===== src/rtl/sram_ctrl_pkg.sv =====
// Shared definitions for the sram_4kb_256x128x8 peripheral sequencer:
// array geometry, default access timing, FSM state type, counter width
// helper and the request-address split (row in MSBs, column group in LSBs).
package sram_ctrl_pkg;

  localparam int unsigned ROWS   = 256;
  localparam int unsigned COLS   = 128;
  localparam int unsigned MUX    = 8;
  localparam int unsigned WORD_W = COLS / MUX;
  localparam int unsigned ROW_W  = $clog2(ROWS);
  localparam int unsigned COL_W  = $clog2(MUX);
  localparam int unsigned ADDR_W = ROW_W + COL_W;

  localparam int unsigned PRE_CYC_DEF   = 2;
  localparam int unsigned WL_CYC_DEF    = 2;
  localparam int unsigned SENSE_CYC_DEF = 1;

  // Bits needed to hold the largest per-state cycle count.
  function automatic int unsigned cnt_width(input int unsigned a,
                                            input int unsigned b,
                                            input int unsigned c);
    int unsigned m;
    m = a;
    if (b > m) m = b;
    if (c > m) m = c;
    return (m < 2) ? 1 : $clog2(m + 1);
  endfunction

  localparam int unsigned CNT_W = cnt_width(PRE_CYC_DEF, WL_CYC_DEF, SENSE_CYC_DEF);

  typedef enum logic [2:0] {
    ST_IDLE,
    ST_PRECHARGE,
    ST_ACCESS,
    ST_SENSE,
    ST_WRITE,
    ST_WR_HOLD,
    ST_RECOVER
  } state_t;

  typedef struct packed {
    logic [ROW_W-1:0] row;
    logic [COL_W-1:0] col;
  } addr_split_t;

  function automatic addr_split_t split_addr(input logic [ADDR_W-1:0] a);
    addr_split_t s;
    s.row = a[ADDR_W-1:COL_W];
    s.col = a[COL_W-1:0];
    return s;
  endfunction

endpackage


===== src/rtl/sram_array_ctrl_if.sv =====
// Request/response port of the SRAM sequencer.
//   req_valid/req_ready : request handshake (ready only while idle)
//   req_we/addr/wdata   : request type, {row, col group} address, write data
//   rsp_valid/we/rdata  : one-cycle completion pulse, op type, read data
// master = requester (DPE-side logic), slave = sram_array_ctrl.
interface sram_array_ctrl_if
  import sram_ctrl_pkg::*;
();
  logic              req_valid;
  logic              req_ready;
  logic              req_we;
  logic [ADDR_W-1:0] req_addr;
  logic [WORD_W-1:0] req_wdata;
  logic              rsp_valid;
  logic              rsp_we;
  logic [WORD_W-1:0] rsp_rdata;

  modport master (
    output req_valid, req_we, req_addr, req_wdata,
    input  req_ready, rsp_valid, rsp_we, rsp_rdata
  );

  modport slave (
    input  req_valid, req_we, req_addr, req_wdata,
    output req_ready, rsp_valid, rsp_we, rsp_rdata
  );
endinterface


===== src/rtl/sram_ctrl_timer.sv =====
// Loadable down-counter shared by all sequencer states.
//   clk, rst  : clock, synchronous active-high reset
//   load      : load load_val this cycle (entering a timed state)
//   load_val  : cycle count for the state being entered
//   done      : current cycle is the last one of the timed state
module sram_ctrl_timer #(
  parameter int unsigned CNT_W = 2
) (
  input  logic             clk,
  input  logic             rst,
  input  logic             load,
  input  logic [CNT_W-1:0] load_val,
  output logic             done
);

  logic [CNT_W-1:0] cnt;

  always_ff @(posedge clk) begin
    if (rst)
      cnt <= '0;
    else if (load)
      cnt <= load_val;
    else if (cnt != '0)
      cnt <= cnt - 1'b1;
  end

  assign done = (cnt <= CNT_W'(1));

endmodule


===== src/rtl/sram_array_ctrl.sv =====
// Peripheral sequencer for the sram_4kb_256x128x8 macro.
//   clk, rst   : clock, synchronous active-high reset
//   bus        : request/response port (sram_array_ctrl_if.slave)
//   wl_row     : row to the decoder        wl_en    : wordline enable
//   col_sel    : column mux select         prech_n  : active-low precharge
//   write_en   : global write enable       sense_en : sense-amp fire
//   wr_bl_low  : pull BL low (write 0)     wr_bln_low : pull BLN low (write 1)
//   sa_data    : sense-amp outputs, valid while sense_en is high
// Read:  PRECHARGE -> ACCESS -> SENSE -> RECOVER -> IDLE
// Write: PRECHARGE -> WRITE -> WR_HOLD -> IDLE
module sram_array_ctrl
  import sram_ctrl_pkg::*;
#(
  parameter int unsigned PRE_CYC   = PRE_CYC_DEF,
  parameter int unsigned WL_CYC    = WL_CYC_DEF,
  parameter int unsigned SENSE_CYC = SENSE_CYC_DEF
) (
  input  logic              clk,
  input  logic              rst,
  sram_array_ctrl_if.slave  bus,
  output logic [ROW_W-1:0]  wl_row,
  output logic              wl_en,
  output logic [COL_W-1:0]  col_sel,
  output logic              prech_n,
  output logic              write_en,
  output logic [WORD_W-1:0] wr_bl_low,
  output logic [WORD_W-1:0] wr_bln_low,
  output logic              sense_en,
  input  logic [WORD_W-1:0] sa_data
);

  localparam int unsigned CW = cnt_width(PRE_CYC, WL_CYC, SENSE_CYC);

  state_t            state, state_next;
  logic              we_q;
  logic [ADDR_W-1:0] addr_q;
  logic [WORD_W-1:0] wdata_q;
  logic [WORD_W-1:0] rdata_q;
  logic              ready_q, rsp_valid_q, rsp_we_q;

  logic              tmr_load, tmr_done;
  logic [CW-1:0]     tmr_val;

  logic              accept, capture;
  logic              nxt_we;
  logic [ADDR_W-1:0] nxt_addr;
  logic [WORD_W-1:0] nxt_wdata, nxt_rdata;
  logic              nxt_ready, nxt_rsp_valid, nxt_rsp_we;
  logic              nxt_wl_en, nxt_prech_n, nxt_write_en, nxt_sense_en;
  logic [WORD_W-1:0] nxt_bl_low, nxt_bln_low;
  logic [ROW_W-1:0]  nxt_row;
  logic [COL_W-1:0]  nxt_col;
  addr_split_t       nxt_split;

  sram_ctrl_timer #(.CNT_W(CW)) u_timer (
    .clk      (clk),
    .rst      (rst),
    .load     (tmr_load),
    .load_val (tmr_val),
    .done     (tmr_done)
  );

  // Array-side outputs are decoded from the *next* state and registered,
  // so they change on the same edge as the state and never see req_* directly.
  always_comb begin
    state_next = state;
    tmr_load   = 1'b0;
    tmr_val    = '0;
    accept     = 1'b0;
    capture    = 1'b0;

    unique case (state)
      ST_IDLE: begin
        if (bus.req_valid) begin
          accept     = 1'b1;
          state_next = ST_PRECHARGE;
          tmr_load   = 1'b1;
          tmr_val    = CW'(PRE_CYC);
        end
      end
      ST_PRECHARGE: begin
        if (tmr_done) begin
          state_next = we_q ? ST_WRITE : ST_ACCESS;
          tmr_load   = 1'b1;
          tmr_val    = CW'(WL_CYC);
        end
      end
      ST_ACCESS: begin
        if (tmr_done) begin
          state_next = ST_SENSE;
          tmr_load   = 1'b1;
          tmr_val    = CW'(SENSE_CYC);
        end
      end
      ST_SENSE: begin
        if (tmr_done) begin
          state_next = ST_RECOVER;
          capture    = 1'b1;
        end
      end
      ST_WRITE: begin
        if (tmr_done)
          state_next = ST_WR_HOLD;
      end
      ST_WR_HOLD: state_next = ST_IDLE;
      ST_RECOVER: state_next = ST_IDLE;
      default:    state_next = ST_IDLE;
    endcase

    nxt_we    = accept ? bus.req_we    : we_q;
    nxt_addr  = accept ? bus.req_addr  : addr_q;
    nxt_wdata = accept ? bus.req_wdata : wdata_q;
    nxt_rdata = capture ? sa_data : rdata_q;
    nxt_split = split_addr(nxt_addr);

    nxt_ready     = (state_next == ST_IDLE);
    nxt_prech_n   = (state_next != ST_PRECHARGE);
    nxt_wl_en     = (state_next == ST_ACCESS) || (state_next == ST_SENSE) ||
                    (state_next == ST_WRITE);
    nxt_sense_en  = (state_next == ST_SENSE);
    // Drivers stay on through WR_HOLD so the wordline closes first.
    nxt_write_en  = (state_next == ST_WRITE) || (state_next == ST_WR_HOLD);
    nxt_bl_low    = nxt_write_en ? ~nxt_wdata : '0;
    nxt_bln_low   = nxt_write_en ?  nxt_wdata : '0;
    nxt_rsp_valid = (state_next == ST_RECOVER) || (state_next == ST_WR_HOLD);
    nxt_rsp_we    = (state_next == ST_WR_HOLD);
    nxt_row       = (state_next != ST_IDLE) ? nxt_split.row : '0;
    nxt_col       = (state_next != ST_IDLE) ? nxt_split.col : '0;
  end

  always_ff @(posedge clk) begin
    if (rst) begin
      state       <= ST_IDLE;
      we_q        <= 1'b0;
      addr_q      <= '0;
      wdata_q     <= '0;
      rdata_q     <= '0;
      ready_q     <= 1'b1;
      rsp_valid_q <= 1'b0;
      rsp_we_q    <= 1'b0;
      wl_row      <= '0;
      col_sel     <= '0;
      wl_en       <= 1'b0;
      prech_n     <= 1'b1;
      write_en    <= 1'b0;
      sense_en    <= 1'b0;
      wr_bl_low   <= '0;
      wr_bln_low  <= '0;
    end else begin
      state       <= state_next;
      we_q        <= nxt_we;
      addr_q      <= nxt_addr;
      wdata_q     <= nxt_wdata;
      rdata_q     <= nxt_rdata;
      ready_q     <= nxt_ready;
      rsp_valid_q <= nxt_rsp_valid;
      rsp_we_q    <= nxt_rsp_we;
      wl_row      <= nxt_row;
      col_sel     <= nxt_col;
      wl_en       <= nxt_wl_en;
      prech_n     <= nxt_prech_n;
      write_en    <= nxt_write_en;
      sense_en    <= nxt_sense_en;
      wr_bl_low   <= nxt_bl_low;
      wr_bln_low  <= nxt_bln_low;
    end
  end

  assign bus.req_ready = ready_q;
  assign bus.rsp_valid = rsp_valid_q;
  assign bus.rsp_we    = rsp_we_q;
  assign bus.rsp_rdata = rdata_q;

endmodule


===== src/flat_wrapper.sv =====
// flat-port wrapper written by rule: the top's interface ports become plain ports
module sram_array_ctrl_flat import sram_ctrl_pkg::*;
#(
  parameter int unsigned PRE_CYC   = PRE_CYC_DEF,
  parameter int unsigned WL_CYC    = WL_CYC_DEF,
  parameter int unsigned SENSE_CYC = SENSE_CYC_DEF
)
  (clk, rst, wl_row, wl_en, col_sel, prech_n, write_en, wr_bl_low, wr_bln_low, sense_en, sa_data, bus_req_valid, bus_req_we, bus_req_addr, bus_req_wdata, bus_req_ready, bus_rsp_valid, bus_rsp_we, bus_rsp_rdata);
  sram_array_ctrl_if bus_i ();
  input  logic clk;
  input  logic rst;
  output logic [ROW_W-1:0] wl_row;
  output logic wl_en;
  output logic [COL_W-1:0] col_sel;
  output logic prech_n;
  output logic write_en;
  output logic [WORD_W-1:0] wr_bl_low;
  output logic [WORD_W-1:0] wr_bln_low;
  output logic sense_en;
  input  logic [WORD_W-1:0] sa_data;
  input wire logic [$bits(bus_i.req_valid)-1:0] bus_req_valid;
  input wire logic [$bits(bus_i.req_we)-1:0] bus_req_we;
  input wire logic [$bits(bus_i.req_addr)-1:0] bus_req_addr;
  input wire logic [$bits(bus_i.req_wdata)-1:0] bus_req_wdata;
  output wire logic [$bits(bus_i.req_ready)-1:0] bus_req_ready;
  output wire logic [$bits(bus_i.rsp_valid)-1:0] bus_rsp_valid;
  output wire logic [$bits(bus_i.rsp_we)-1:0] bus_rsp_we;
  output wire logic [$bits(bus_i.rsp_rdata)-1:0] bus_rsp_rdata;
  assign bus_i.req_valid = bus_req_valid;
  assign bus_i.req_we = bus_req_we;
  assign bus_i.req_addr = bus_req_addr;
  assign bus_i.req_wdata = bus_req_wdata;
  assign bus_req_ready = bus_i.req_ready;
  assign bus_rsp_valid = bus_i.rsp_valid;
  assign bus_rsp_we = bus_i.rsp_we;
  assign bus_rsp_rdata = bus_i.rsp_rdata;
  sram_array_ctrl #(.PRE_CYC(PRE_CYC), .WL_CYC(WL_CYC), .SENSE_CYC(SENSE_CYC)) u_core (.clk(clk), .rst(rst), .bus(bus_i), .wl_row(wl_row), .wl_en(wl_en), .col_sel(col_sel), .prech_n(prech_n), .write_en(write_en), .wr_bl_low(wr_bl_low), .wr_bln_low(wr_bln_low), .sense_en(sense_en), .sa_data(sa_data));
endmodule

===== config.mk =====
export PLATFORM = sky130hd
export DESIGN_NAME = sram_array_ctrl_flat
export DESIGN_NICKNAME = d
export VERILOG_FILES = /design/src/rtl/sram_ctrl_pkg.sv /design/src/rtl/sram_array_ctrl_if.sv /design/src/rtl/sram_ctrl_timer.sv /design/src/rtl/sram_array_ctrl.sv /design/src/flat_wrapper.sv
export SDC_FILE = /design/constraint.sdc
export NUM_CORES = 1
export LEC_CHECK = 0
export ABC_AREA = 0
export BUFFER_PORTS_ARGS = -buffer_cell sky130_fd_sc_hd__buf_2
export CAP_MARGIN = 20
export CORE_ASPECT_RATIO = 1.4
export CORE_UTILIZATION = 50
export CTS_BUF_LIST = sky130_fd_sc_hd__clkbuf_2
export DETAILED_ROUTE_END_ITERATION = 7
export PLACE_DENSITY_LB_ADDON = 0.1
export RECOVER_POWER = 50
export SLEW_MARGIN = 0
export SYNTH_ARGS = -nofsm -noshare
export SYNTH_HDL_FRONTEND = slang
export SYNTH_SLANG_ARGS = --single-unit

===== constraint.sdc =====
create_clock -name clk -period 1.9 [get_ports clk]
set_input_delay 0.19 -clock clk [delete_from_list [all_inputs] [get_ports clk]]
set_output_delay 0.19 -clock clk [all_outputs]
set_load 0.02 [all_outputs]

After elaboration in Yosys (flattened, before gate mapping)
Cells that the tools add are included.
- equality and inequality tests: 10
- bitwise gates (word level): 3
- add/subtract/negate cells: 1
- reductions and logical operators: 12
- order comparisons: 1
- muxes and demuxes: 20
- operators with widths (cell ; count):
    2-to-1 mux 3 bit ; 6
    2-to-1 mux 16 bit ; 1
    NOT 16 bit ; 1
    case mux 3 bit (5 select lines) ; 1
    equality test 3 x 2 -> 1 bit, second input constant ; 4
    equality test 3 bit, second input constant ; 4
    2-to-1 mux 11 bit ; 1
    2-to-1 mux 2 bit ; 4
    logical NOT 3 bit ; 2
    case mux 2 bit (3 select lines) ; 1
    OR reduction 2 bit ; 3
    2-to-1 mux 1 bit ; 5
    logical OR 1 bit ; 4
    nonzero test 2 bit ; 2
    equality test 3 x 1 -> 1 bit, second input constant ; 1
    != test 3 x 1 -> 1 bit, second input constant ; 1
    nonzero test 3 bit ; 1
    less-or-equal comparator 2 x 1 -> 1 bit, second input constant ; 1
    NOT 1 bit ; 2
    case mux 1 bit (2 select lines) ; 1
    subtractor 2 x 1 -> 2 bit, second input constant ; 1
- output and inout port bits: 66
- bits of input ports: 47
- register bits after elaboration: 99
- word-level logic and storage cells: 64

Depth between registers and ports, before layout
- depth after elaboration: 7
- depth in mapped cells: 8
- depth with buffers taken out: 6

Modules after synthesis
From an unflattened synthesis, not the netlist that was laid out.
- cells, all modules: 319
- area, all modules: 3240.6 um2
- modules (own cells, without submodules) (module ; cells each ; instances ; seq. area each (um2) ; area each (um2)):
    sram_array_ctrl ; 304 ; 1 ; 1941.9 ; 3101.7
    sram_ctrl_timer ; 15 ; 1 ; 40.0 ; 138.9

Least setup slack after synthesis
No wires, ideal clock.
- kind: register to register
- from: register u_core.u_timer.cnt[1]
- to: register u_core.wr_bln_low[1]
- arrival: 1.640 ns
- stages on the path, launching flop included: 9
- setup slack: 0.133 ns
- path buffers: 2
- data required time: 1.772 ns
- cell sequence: dfxtp_1 > inv_1 > ha_1 > nand2b_1 > a31oi_1 > or2_1 > clkbuf_1 > clkbuf_1 > nor2_1
- cells in the longest elaborated chain, start to end: 7
- elaborated cells between the ends (all ways): 11
- those cells by class: order compare: 1; eq/ne: 2; mux: 5; bitwise: 1; reduce/logical: 2
- ends and longest elaborated chain (element ; line ; RTL):
    from (decl) ; sram_ctrl_timer.sv:16 ; logic [CNT_W-1:0] cnt;
    from (signal assigned) ; sram_ctrl_timer.sv:22 ; cnt <= load_val;
    from (signal assigned) ; sram_ctrl_timer.sv:24 ; cnt <= cnt - 1'b1;
    less-or-equal comparator 2 x 1 -> 1 bit * ; sram_ctrl_timer.sv:27 ; assign done = (cnt <= CNT_W'(1));
    2-to-1 mux 3 bit, on equally long branches ; n/a ;
    case mux 3 bit (5 select lines) * ; sram_array_ctrl.sv:72 ; unique case (state)
    equality test 3 bit ; sram_array_ctrl.sv:122 ; nxt_write_en = (state_next == ST_WRITE) || (state_next == ST_WR_HOLD);
    logical OR 1 bit * ; sram_array_ctrl.sv:122 ;
    NOT 1 bit (no line) * ; n/a ;
    OR reduction 2 bit (no line) * ; n/a ;
    to (signal assigned) ; sram_array_ctrl.sv:165 ; wr_bln_low <= nxt_bln_low;
    to (decl) ; sram_array_ctrl.sv:27 ; output logic [WORD_W-1:0] wr_bln_low,
Every way passes the cells marked *; elsewhere a longest branch is shown, timed or not.
A chain may end at the register's enable or synchronous reset.

Final worst setup path
- from: register u_core.u_timer.cnt[1]
- to: register u_core.rsp_valid_q, in the netlist u_core.bus.rsp_valid
- cells in the longest elaborated chain, start to end: 5
- elaborated cells between the ends (all ways): 9
- those cells by class: order compare: 1; eq/ne: 2; mux: 5; reduce/logical: 1
- ends and longest elaborated chain (element ; line ; RTL):
    less-or-equal comparator 2 x 1 -> 1 bit * ; sram_ctrl_timer.sv:27 ;
    2-to-1 mux 3 bit, on equally long branches ; n/a ;
    case mux 3 bit (5 select lines) * ; sram_array_ctrl.sv:72 ;
    equality test 3 bit ; sram_array_ctrl.sv:125 ; nxt_rsp_valid = (state_next == ST_RECOVER) || (state_next == ST_WR_HOLD);
    logical OR 1 bit * ; sram_array_ctrl.sv:125 ;
    to (signal assigned) ; sram_array_ctrl.sv:156 ; rsp_valid_q <= nxt_rsp_valid;
    to (decl) ; sram_array_ctrl.sv:39 ; logic ready_q, rsp_valid_q, rsp_we_q;
Marks and branches as above.

==> results.cfg <==
[route]
firstDrtPassIters = 8
ant_nets = 0
wl_per_cell_um = 13.2
drc = 12
routed_wl_um = 7330
viasPerCell = 4.88
drtIter0Drc = 103
vias = 2716

[finish]
multi_input_area_sq_um = 1170
num-fill-cells = 511
num_antenna_cells = 0
area.growth.synth_to_final_pct = 34.5
ff_latch_area_sq_um = 1980
stdcell_count = 557
fin_nets = 529
utilization_pct = 70.4
final_layout_size_suffix_gt1_share_pct = 16.5

[timing]
timing.fmax_ghz = 0.571
worst_pin_slew_ns = 0.449
max_slew_margin_pct = 70.0
drv_slew = 0
period_share_pct = 92.2
timing.setup.tns_ns = 0
setup_viol = 0
whs_ns = 0.422
rsz0062_at_grt = false
skew_ns = 0.0369
period_minus_slack_ns = 1.75
report.final.hold_viol_count = 0
setup_ws_ns = 0.147

[global_route]
met1_usage_pct = 23.9
first_global_vias = 2634
grt_pass1_wl_um = 11700
grt_most_used_layer = met2
grt_usage_pct = 21.5
grt_max_degree = 29
use_met2_pct = 38.1
grt_util_met3_pct = 5.88
grt_overflow_total = 0
antenna_found_initial = 0

[floorplanning]
core_sq_um = 6300
die-height_um = 98.1
dieArea_sq_um = 6920
die_w_um = 70.6
start_util_pct = 52.3
num_io_pins = 113
num_rows = 34

[run_status]
violations = DRC
outcome = complete, but fails checks

[power]
power.share.switching_pct = 35.0
switching_power_mw = 1.73
p_leak_nw = 1.96
max-vdd-ir-drop_mv = 0.814
power_frac_seq_pct = 50.8
internal_power_mw = 3.20
p_comb_share_pct = 31.7
p_per_area_nw_per_um2 = 1110
pwr-share-clk_pct = 17.5

[synthesis]
synth-async-reset-ratio_pct = 0
synth_edf_count = 0
netlist_instances = 319
synth.avg_cell_area_sq_um = 10.3
yosysTopAreaCellShare_pct = 60.1
synth_flop_cell = dfxtp_1
seq_area_frac_synth_pct = 60.1
yosys.area.top_type = dfxtp_1
synth-seq-cells = 99
syn_area_sq_um = 3300
yosysUniqueCellTypes = 38
yosysMostFrequentCell = dfxtp_1
yosys-top-cells-count = 99 x dfxtp_1, 54 x nor2_1, 32 x mux2i_1
ys_top_cells_by_area = dfxtp_1 60%, mux2i_1 9.7%, nor2_1 6.2%
synth.yosys.warnings = 0
synth.net_count = 368

[clock_tree]
cts_made_buffers = 9
post_cts_buffers = 0
clockRootBuffer = clkbuf_2
cts_tree = built
cts.sinks = 99
htree_num_levels = 3
path_clk_slew_ns = 0.27
clk_path_buf_depth = 2
clkLatencyLatePin_ns = 0.52

[critical_path]
cp_max_fo = 12
required_ns = 2.31
critical_path.startpoint_type = flip-flop
cp.arrival_ns = 2.16
endpoint_kind = flip-flop
path_class = flip-flop to flip-flop

[placement]
placement.setup.worst_slack_ns = 0.120
place_inst = 495
gp_congestion = 0.783
portBuffers = 112
hpwlAfterDp_um = 4490

[hold_path]
holdCritPathClass = input port to flip-flop

[job]
drv_cap = 0
[cells by family (layout without fill, tap and decap cells)]
group	after synthesis	after routing	share of synthesized area (%)
buffers and inverters	26	192	4.02
AOI/OAI and AO/OA	29	29	5.58
adders and majority gates	2	2	0.759
DFF	99	99	60.1
muxes	32	32	9.72
xor gates and xnor gates	1	1	0.266
and+or+nand+nor	130	130	19.5
[worst max-delay path, stage by stage, from the launching register on]
cell,delay (ns)
dfxtp_2,0.42
inv_1,0.07
ha_1,0.19
nand2b_1,0.25
a31oi_1,0.26
or2_1,0.24
buf_12,0.16
o22ai_1,0.06
[through the flow]
step	total power, mW	area, sq um
final	4.92	4430
after global routing	5.23	4430
after CTS	5.00	4530
after detailed placement	4.07	3980
after global placement	4.04	3980
after floorplan	3.64	3300
[flip-flops by register name (all words and copies together) (netlist names), 2 cells and up]
signal,cells
u_core.bus.rsp_rdata,16
u_core.wr_bl_low,16
u_core.wl_row,8
u_core.wdata_q,16
u_core.wr_bln_low,16
u_core.state,3
u_core.u_timer.cnt,2
u_core.addr_q,11
u_core.col_sel,3
[path summary, 6_finish.rpt]
kind,start,to,slack [ns],cells after the start
setup / recovery,u_core.u_timer.cnt[1]$_SDFFE_PP0P_,u_core.bus.rsp_valid$_SDFF_PP0_,0.15,7
hold / removal,bus_req_addr[7],u_core.addr_q[7]$_SDFF_PP0_,0.42,4
setup reg to reg,u_core.u_timer.cnt[1]$_SDFFE_PP0P_,u_core.bus.rsp_valid$_SDFF_PP0_,0.15,7
hold reg to reg,u_core.addr_q[6]$_SDFF_PP0_,u_core.addr_q[6]$_SDFF_PP0_,0.47,2
[area by class of cell]
| cell class | instances | area share (%) |
|---|---|---|
| timing repair buffer | 170 | 24.1 |
| clock inverter | 7 | 1.13 |
| sequential | 99 | 44.7 |
| multi-input combinational | 194 | 26.5 |
| tap | 72 | 2.03 |
| inverter | 6 | 0.508 |
| clock buffer | 9 | 1.02 |
[placed cells by master, fill, tap and decap left out, drive strengths merged, types with 3 or more instances in the layout]
cell,netlist,routed
a21oi,16,16
nor2,54,54
nand2,29,29
or2,3,3
dfxtp,99,99
clkinv,0,3
mux2i,32,32
buf,11,56
dlygate4sd3,0,46
nor3,3,3
nand3b,3,3
clkbuf,9,77
nor2b,28,28
inv,6,8
[power by group through the flow]
stage | logic (mW) | registers (mW) | clock network (mW)
after global routing | 1.72 | 2.53 | 0.973
after floorplan | 0.985 | 2.66 | 0
final | 1.56 | 2.50 | 0.862
after global placement | 1.51 | 2.52 | 0
after detailed placement | 1.54 | 2.53 | 0
after CTS | 1.62 | 2.49 | 0.890
[routing by layer]
| metal | wire, um | vias up |
|---|---|---|
| met4 | 137 | 0 |
| met3 | 424 | 12 |
| met5 | 0 | - |
| met2 | 3740 | 86 |
| met1 | 3030 | 1267 |
| li1 | - | 1351 |
[what timing repair did]
action / CTS / global route
hold buffers: 46 / 0
resized for setup: 0 / 1
endpoints found under the setup margin: 0 / 14
endpoints found under the hold margin: 89 / 0
(Power assumes the default switching activity.)
